[src/rtl/program_memory_loader_pkg.sv]
// Shared types and constants for the program memory loader.
// State encoding and byte/word geometry.
package mips_loader_pkg;

  typedef enum logic [1:0] {
    IDLE  = 2'd0,
    RECV  = 2'd1,
    WRITE = 2'd2,
    DONE  = 2'd3
  } state_e;

  localparam int BYTES_PER_WORD = 4;
  localparam int BYTE_WIDTH     = 8;

endpackage

[src/rtl/program_memory_loader_if.sv]
// Byte stream handshake plus program memory write bus.
// The loader is the slave side; the host/bench is the master.
interface program_memory_loader_if
  import mips_loader_pkg::*;
#(
  parameter int DATA_WIDTH = 32
);

  logic                  byte_valid_i;
  logic [BYTE_WIDTH-1:0] byte_data_i;
  logic                  byte_ready_o;
  logic                  mem_we_o;
  logic [DATA_WIDTH-1:0] mem_addr_o;
  logic [DATA_WIDTH-1:0] mem_data_o;

  modport slave (
    input  byte_valid_i,
    input  byte_data_i,
    output byte_ready_o,
    output mem_we_o,
    output mem_addr_o,
    output mem_data_o
  );

  modport master (
    output byte_valid_i,
    output byte_data_i,
    input  byte_ready_o,
    input  mem_we_o,
    input  mem_addr_o,
    input  mem_data_o
  );

endinterface

[src/rtl/program_memory_loader_packer.sv]
// Big-endian 8->32 shift register with a byte counter.
// word_out includes the byte being shifted in this cycle.
module byte_word_packer
  import mips_loader_pkg::*;
(
  input  logic                  clk,
  input  logic                  reset,
  input  logic                  clear,
  input  logic                  shift_en,
  input  logic [BYTE_WIDTH-1:0] byte_in,
  output logic [31:0]           word_out,
  output logic                  word_full
);

  localparam logic [1:0] LAST_BYTE = 2'(BYTES_PER_WORD - 1);

  logic [31:0] word_q, word_d;
  logic [1:0]  cnt_q, cnt_d;

  always_comb begin
    word_d = word_q;
    cnt_d  = cnt_q;
    if (clear) begin
      word_d = '0;
      cnt_d  = '0;
    end else if (shift_en) begin
      word_d = {word_q[23:0], byte_in};
      cnt_d  = cnt_q + 2'd1;
    end
  end

  assign word_out  = word_d;
  assign word_full = shift_en && !clear && (cnt_q == LAST_BYTE);

  always_ff @(posedge clk) begin
    if (reset) begin
      word_q <= '0;
      cnt_q  <= '0;
    end else begin
      word_q <= word_d;
      cnt_q  <= cnt_d;
    end
  end

endmodule

[src/rtl/program_memory_loader.sv]
// Loads a byte stream into program memory one word at a time,
// holding the core in reset until the load completes.
module program_memory_loader
  import mips_loader_pkg::*;
#(
  parameter int                    MEMORY_DEPTH = 32,
  parameter int                    DATA_WIDTH   = 32,
  parameter logic [DATA_WIDTH-1:0] BASE_ADDRESS = '0,
  parameter int                    CNT_WIDTH    = $clog2(MEMORY_DEPTH) + 1
)(
  input  logic                 clk,
  input  logic                 reset,
  input  logic                 start_i,
  input  logic [CNT_WIDTH-1:0] word_count_i,
  program_memory_loader_if.slave bus,
  output logic                 busy_o,
  output logic                 done_o,
  output logic                 error_o,
  output logic                 cpu_hold_o
);

  localparam logic [CNT_WIDTH-1:0] DEPTH_C = CNT_WIDTH'(MEMORY_DEPTH);

  state_e                state_q, state_d;
  logic [CNT_WIDTH-1:0]  count_q, count_d;
  logic [CNT_WIDTH-1:0]  index_q, index_d;
  logic [CNT_WIDTH-1:0]  index_inc;
  logic                  error_q, error_d;
  logic [DATA_WIDTH-1:0] addr_q, addr_d;
  logic [DATA_WIDTH-1:0] data_q, data_d;
  logic                  we_q, ready_q, busy_q, done_q;

  logic        clear, shift_en, word_full;
  logic        start_ok, cnt_ok;
  logic [31:0] word;

  byte_word_packer u_packer (
    .clk       (clk),
    .reset     (reset),
    .clear     (clear),
    .shift_en  (shift_en),
    .byte_in   (bus.byte_data_i),
    .word_out  (word),
    .word_full (word_full)
  );

  assign index_inc = index_q + CNT_WIDTH'(1);
  assign start_ok  = start_i && (state_q == IDLE || state_q == DONE);
  assign cnt_ok    = (word_count_i != '0) && (word_count_i <= DEPTH_C);
  assign shift_en  = (state_q == RECV) && bus.byte_valid_i;

  always_comb begin
    state_d = state_q;
    count_d = count_q;
    index_d = index_q;
    error_d = error_q;
    addr_d  = addr_q;
    data_d  = data_q;
    clear   = 1'b0;
    unique case (state_q)
      IDLE, DONE: begin
        if (start_ok && cnt_ok) begin
          state_d = RECV;
          count_d = word_count_i;
          index_d = '0;
          error_d = 1'b0;
          clear   = 1'b1;
        end else if (start_ok) begin
          error_d = 1'b1;
        end
      end
      RECV: begin
        if (word_full) begin
          state_d = WRITE;
          addr_d  = BASE_ADDRESS + (DATA_WIDTH'(index_q) << 2);
          data_d  = DATA_WIDTH'(word);
        end
      end
      WRITE: begin
        index_d = index_inc;
        state_d = (index_inc == count_q) ? DONE : RECV;
      end
      default: state_d = IDLE;
    endcase
  end

  always_ff @(posedge clk) begin
    if (reset) begin
      state_q <= IDLE;
      count_q <= '0;
      index_q <= '0;
      error_q <= 1'b0;
      addr_q  <= '0;
      data_q  <= '0;
      we_q    <= 1'b0;
      ready_q <= 1'b0;
      busy_q  <= 1'b0;
      done_q  <= 1'b0;
    end else begin
      state_q <= state_d;
      count_q <= count_d;
      index_q <= index_d;
      error_q <= error_d;
      addr_q  <= addr_d;
      data_q  <= data_d;
      we_q    <= (state_d == WRITE);
      ready_q <= (state_d == RECV);
      busy_q  <= (state_d == RECV) || (state_d == WRITE);
      done_q  <= (state_d == DONE);
    end
  end

  assign bus.mem_we_o     = we_q;
  assign bus.mem_addr_o   = addr_q;
  assign bus.mem_data_o   = data_q;
  assign bus.byte_ready_o = ready_q;
  assign busy_o           = busy_q;
  assign done_o           = done_q;
  assign error_o          = error_q;
  assign cpu_hold_o       = busy_q;

endmodule

[src/flat_wrapper.sv]
// flat-port wrapper written by rule: the top's interface ports become plain ports
module program_memory_loader_flat import mips_loader_pkg::*;
#(
  parameter int                    MEMORY_DEPTH = 32,
  parameter int                    DATA_WIDTH   = 32,
  parameter logic [DATA_WIDTH-1:0] BASE_ADDRESS = '0,
  parameter int                    CNT_WIDTH    = $clog2(MEMORY_DEPTH) + 1
)
  (clk, reset, start_i, word_count_i, busy_o, done_o, error_o, cpu_hold_o, bus_byte_valid_i, bus_byte_data_i, bus_byte_ready_o, bus_mem_we_o, bus_mem_addr_o, bus_mem_data_o);
  program_memory_loader_if #(.DATA_WIDTH(DATA_WIDTH)) bus_i ();
  input  logic clk;
  input  logic reset;
  input  logic start_i;
  input  logic [CNT_WIDTH-1:0] word_count_i;
  output logic busy_o;
  output logic done_o;
  output logic error_o;
  output logic cpu_hold_o;
  input wire logic [$bits(bus_i.byte_valid_i)-1:0] bus_byte_valid_i;
  input wire logic [$bits(bus_i.byte_data_i)-1:0] bus_byte_data_i;
  output wire logic [$bits(bus_i.byte_ready_o)-1:0] bus_byte_ready_o;
  output wire logic [$bits(bus_i.mem_we_o)-1:0] bus_mem_we_o;
  output wire logic [$bits(bus_i.mem_addr_o)-1:0] bus_mem_addr_o;
  output wire logic [$bits(bus_i.mem_data_o)-1:0] bus_mem_data_o;
  assign bus_i.byte_valid_i = bus_byte_valid_i;
  assign bus_i.byte_data_i = bus_byte_data_i;
  assign bus_byte_ready_o = bus_i.byte_ready_o;
  assign bus_mem_we_o = bus_i.mem_we_o;
  assign bus_mem_addr_o = bus_i.mem_addr_o;
  assign bus_mem_data_o = bus_i.mem_data_o;
  program_memory_loader #(.MEMORY_DEPTH(MEMORY_DEPTH), .DATA_WIDTH(DATA_WIDTH), .BASE_ADDRESS(BASE_ADDRESS), .CNT_WIDTH(CNT_WIDTH)) u_core (.clk(clk), .reset(reset), .start_i(start_i), .word_count_i(word_count_i), .bus(bus_i), .busy_o(busy_o), .done_o(done_o), .error_o(error_o), .cpu_hold_o(cpu_hold_o));
endmodule
[config.mk]
export PLATFORM = sky130hd
export DESIGN_NAME = program_memory_loader_flat
export DESIGN_NICKNAME = d
export VERILOG_FILES = /design/src/rtl/program_memory_loader_pkg.sv /design/src/rtl/program_memory_loader_if.sv /design/src/rtl/program_memory_loader_packer.sv /design/src/rtl/program_memory_loader.sv /design/src/flat_wrapper.sv
export SDC_FILE = /design/constraint.sdc
export NUM_CORES = 1
export LEC_CHECK = 0
export ABC_AREA = 1
export ABC_CLOCK_PERIOD_IN_PS = 2300
export CAP_MARGIN = 30
export CORE_ASPECT_RATIO = 0.6
export CORE_MARGIN = 3
export CORE_UTILIZATION = 40
export DETAILED_ROUTE_END_ITERATION = 8
export PLACE_DENSITY_LB_ADDON = 0.3
export SLEW_MARGIN = 20
export SYNTH_ARGS = -nofsm -noshare
export SYNTH_HDL_FRONTEND = slang
export SYNTH_SLANG_ARGS = --single-unit
[constraint.sdc]
create_clock -name clk -period 2.3 [get_ports clk]
set_input_delay 0.345 -clock clk [delete_from_list [all_inputs] [get_ports clk]]
set_output_delay 0.345 -clock clk [all_outputs]
set_load 0.01 [all_outputs]
==> reports/results.txt <==
The flow ran to the end, and the final reports show no timing, DRC or antenna violations. The synthesized design contains 91 register bits. The sequential fraction of the synthesis area was 45.6%. The fraction of registers with async set or reset after synthesis is 0%. The fraction of layout instances using a drive strength above 1 is 9.59%. From bottom edge to top edge, the die measures 83.4 um.

The region available for standard cell placement spans 9460 um^2. The count of nets left with antenna violations once routing finished came out at 0. The first global-routing pass estimated 15000 um of wire. Detailed placement ended at an HPWL of 6410 um. The number of standard cells after synthesis was 527. The number of warnings printed during yosys synthesis came out at 0. Entering global routing, the biggest net connects 41 pins. Across the run, the number of max-cap violations was 0. Port buffering added 61 buffers. Wire length per cell after detailed routing: 12.6 um. The final wirelength was 8980 um; the area occupied by multi-input gates was 1760 um^2. Adding up every negative setup slack in the final design gives 0 ns. Yosys mapped the design onto 28 distinct sky130hd cell types. Among all flip-flop cells after synthesis, the most frequent one is sky130_fd_sc_hd__dfxtp_1.

At the later pin of the worst-skew pair, clock insertion delay measures 0.34 ns. By area the synthesized netlist is led by sky130_fd_sc_hd__dfxtp_1 46%, sky130_fd_sc_hd__nor2_1 8.5%, sky130_fd_sc_hd__nand2_1 8.4%. The number of clock buffers inserted by TritonCTS came out at 9. Setup repair after global routing left no endpoint under its margin. The number of buffer and inverter stages on the critical path is 1. In this run the core area contains 27 standard-cell rows. The worst-path maximum fanout was 7; the DRC violations left was 0. Setup violations remaining at the end of the flow were counted as 0. The proportion of power drawn by flip-flops and latches was 46.1%.

The number of setup buffers added after CTS came out at 0. For this run, the total global-route usage over all layers was measured as 16.4%. The die covers 11300 um^2. Via count of the first global-routing pass: 3168.

In this run the power spent charging and discharging nets is 0.000775 W. The number of clock sinks seen by CTS was 91; the count of boundary I/O pins was 88. At the end of routability-driven placement, the weighted congestion stood at 0.795. For this run, the share of the core covered by cells in the final layout is 52.2%. The area growth from synthesis to layout is 23.6%. The tools report the buffer type at the clock tree root as sky130_fd_sc_hd__clkbuf_16. The die is 135 um wide.

The required time of the critical path is 2.57 ns. The class of the most critical hold timing path was register to register. The register cell area after layout was 1820 um^2; the starting density of the core was 42.2%. The hold violation total from the final report is 0. The run gives 0 as the number of resized instances in the post-cts repair step. Total power density per cell area: 713 nW/um^2. In this run, the number of DRC markers left after iteration 0 of detailed routing was 202.

The filler cells instantiated in the layout total 913. The first detailed-routing pass took 4 iterations. Largest area contributor in the synthesized netlist: sky130_fd_sc_hd__dfxtp_1. The part of the cycle the worst path needs is 86.0%. In this run the biggest area consumer among cell types represents 45.6% of the synthesized area. For this design, the CTS-stage hold fixing added 0 buffers. The repair_antennas step left the layout with diodes totalling 0.

The per-instance average area after synthesis is 7.58 um^2, and the maximum level of the CTS H-tree is 3. The mapped netlist covers 4000 um^2. Of the total power, the clock network draws 46.2%. Summed over all cells, the static leakage comes to 2.18 nW.

The top cell types in the final layout, fill and taps aside, are 91 x sky130_fd_sc_hd__dfxtp_1, 90 x sky130_fd_sc_hd__nor2_1, 89 x sky130_fd_sc_hd__nand2_1, 61 x sky130_fd_sc_hd__clkdlybuf4s50_1, 41 x sky130_fd_sc_hd__nand3_1. The type of origin of the critical path was a register. The peak ir drop on the vdd network was 346 uV. The kind of cell adding the most delay to the critical path is simple AND/OR/NAND/NOR gates.

The smallest setup slack after layout is 0.322 ns, and the data arrival time of the critical path is 2.25 ns. The clock input transition at the sequential cells of the worst setup and hold paths was 0.06 ns; the deepest clock path buffer count was 2. The total number of nets in the final design is 604. The number of enable flip-flop cells after synthesis is 0. In this design, the stage delay of the slowest critical-path cell is 0.47 ns. Detailed routing inserted a total of 3381 vias. For the internal power summed over all cells, the log shows 0.00275 W. Leaving out fill and tap cells, the most frequent cell in the layout is sky130_fd_sc_hd__dfxtp_1. The signal on the critical path passes through ha_1 -> nand2_1 -> nand3_1 -> nor2_1 -> nand3_1 -> nor2_2 -> nand3_2 -> nand2_2 -> nand2_2 -> inv_1 -> ha_1 -> nor2_1. The smallest clock period supported by the final layout is computed as 1.98 ns. The run gives 0 as the initial antenna violation count. Net switching is 22.0% of the power. Static timing analysis puts the maximum clock frequency at 506 MHz. Among all stages on the critical path, the largest delay is contributed by sky130_fd_sc_hd__dfxtp_1. TritonCTS built the clock tree. The setup slack at placement came out at 0.126 ns. Global routing finished with a remaining overflow of 0.

The critical path in this run is classified as register to register. Combinational logic burns 7.6% of the power. The final clock skew was 0.00945 ns; the number of slew-limit violations in the final report was 0. On the final layout, the worst hold slack is 0.468 ns. Using the TritonRoute via totals, the vias-per-cell ratio works out to 4.74. Endpoint type of the worst setup path: a register.
worst min-delay path: stages, from the launching register on:
cell and delay (ns):
sky130_fd_sc_hd__dfxtp_1 0.32, sky130_fd_sc_hd__inv_1 0.05, sky130_fd_sc_hd__a21oi_1 0.05
power by group through the flow:
stage               sequential [W]  combinational, W  clock (W)
floorplan                  0.00166          0.000214          0
global placement           0.00166          0.000261          0
detailed placement         0.00166          0.000267          0
CTS                        0.00162          0.000269    0.00166
global route               0.00163          0.000302    0.00172
finish                     0.00163          0.000269    0.00163
cell usage after synthesis, types with 2 or more instances:
cell                       number
sky130_fd_sc_hd__clkbuf_1       9
sky130_fd_sc_hd__buf_6          6
sky130_fd_sc_hd__o21ai_1       33
sky130_fd_sc_hd__dfxtp_1       91
sky130_fd_sc_hd__a21oi_1       36
sky130_fd_sc_hd__o21ai_2        2
sky130_fd_sc_hd__buf_2         11
sky130_fd_sc_hd__buf_4         30
sky130_fd_sc_hd__o21ai_0       18
sky130_fd_sc_hd__inv_1         29
sky130_fd_sc_hd__nand2_2        4
sky130_fd_sc_hd__nand4_1        3
sky130_fd_sc_hd__inv_2          3
sky130_fd_sc_hd__nor2_1        90
sky130_fd_sc_hd__nand3_1       41
sky130_fd_sc_hd__nand2_1       89
sky130_fd_sc_hd__nor2_2         4
sky130_fd_sc_hd__a21oi_2       12
sky130_fd_sc_hd__ha_1           7
path summary, 6_finish.rpt:
path / startpoint / end / slack, ns / cells after the start
min reg2reg: u_core.count_q[4] / u_core.count_q[4] / 0.47 / 2
max reg2reg: u_core.index_q[0] / u_core.busy_o / 0.32 / 12
min: u_core.count_q[4] / u_core.count_q[4] / 0.47 / 2
max: u_core.index_q[0] / u_core.busy_o / 0.32 / 12
flip-flops by register name, indices dropped and copies added (netlist names), 2 cells and up:
name and count:
u_core.bus.mem_data_o 32, u_core.index_q 6, u_core.u_packer.word_q 32, u_core.state_q 2, u_core.u_packer.cnt_q 2, u_core.count_q 6
u_core.bus.mem_addr_o 6
cells by family after synthesis:
kind of cell | count (synthesis) | synth area share [%]
and+or+nand+nor | 236 | 25.0
DFF | 91 | 45.6
buffers and inverters | 89 | 12.7
adders and majority gates | 7 | 2.19
AOI/OAI and AO/OA | 101 | 14.0
other | 1 | 0.0938
xor gates and xnor gates | 2 | 0.438
metal layers:
layer	wire, um	GRT usage (%)
met1	4530	23.7
met2	3900	23.9
met3	538	4.84
met4	13	4.30
met5	0	0
layout make-up:
| type | instances | area share (%) |
|---|---|---|
| Multi-Input combinational cell | 372 | 35.6 |
| Tap cell | 130 | 3.29 |
| Timing Repair Buffer | 72 | 14.8 |
| Clock buffer | 13 | 5.47 |
| Sequential cell | 91 | 36.9 |
| Inverter | 33 | 2.56 |
| Clock inverter | 3 | 1.39 |
through the flow:
| step | total power (W) | cells | area [um^2] |
|---|---|---|---|
| 2_1_floorplan | 0.00187 | 552 | 4090 |
| 3_3_place_gp | 0.00192 | 698 | 4600 |
| 3_5_place_dp | 0.00193 | 698 | 4600 |
| 4_1_cts | 0.00356 | 714 | 4940 |
| 5_1_grt | 0.00365 | 714 | 4940 |
| 6_report | 0.00352 | 714 | 4940 |
Note: power is estimated with default switching activity, not from simulation.
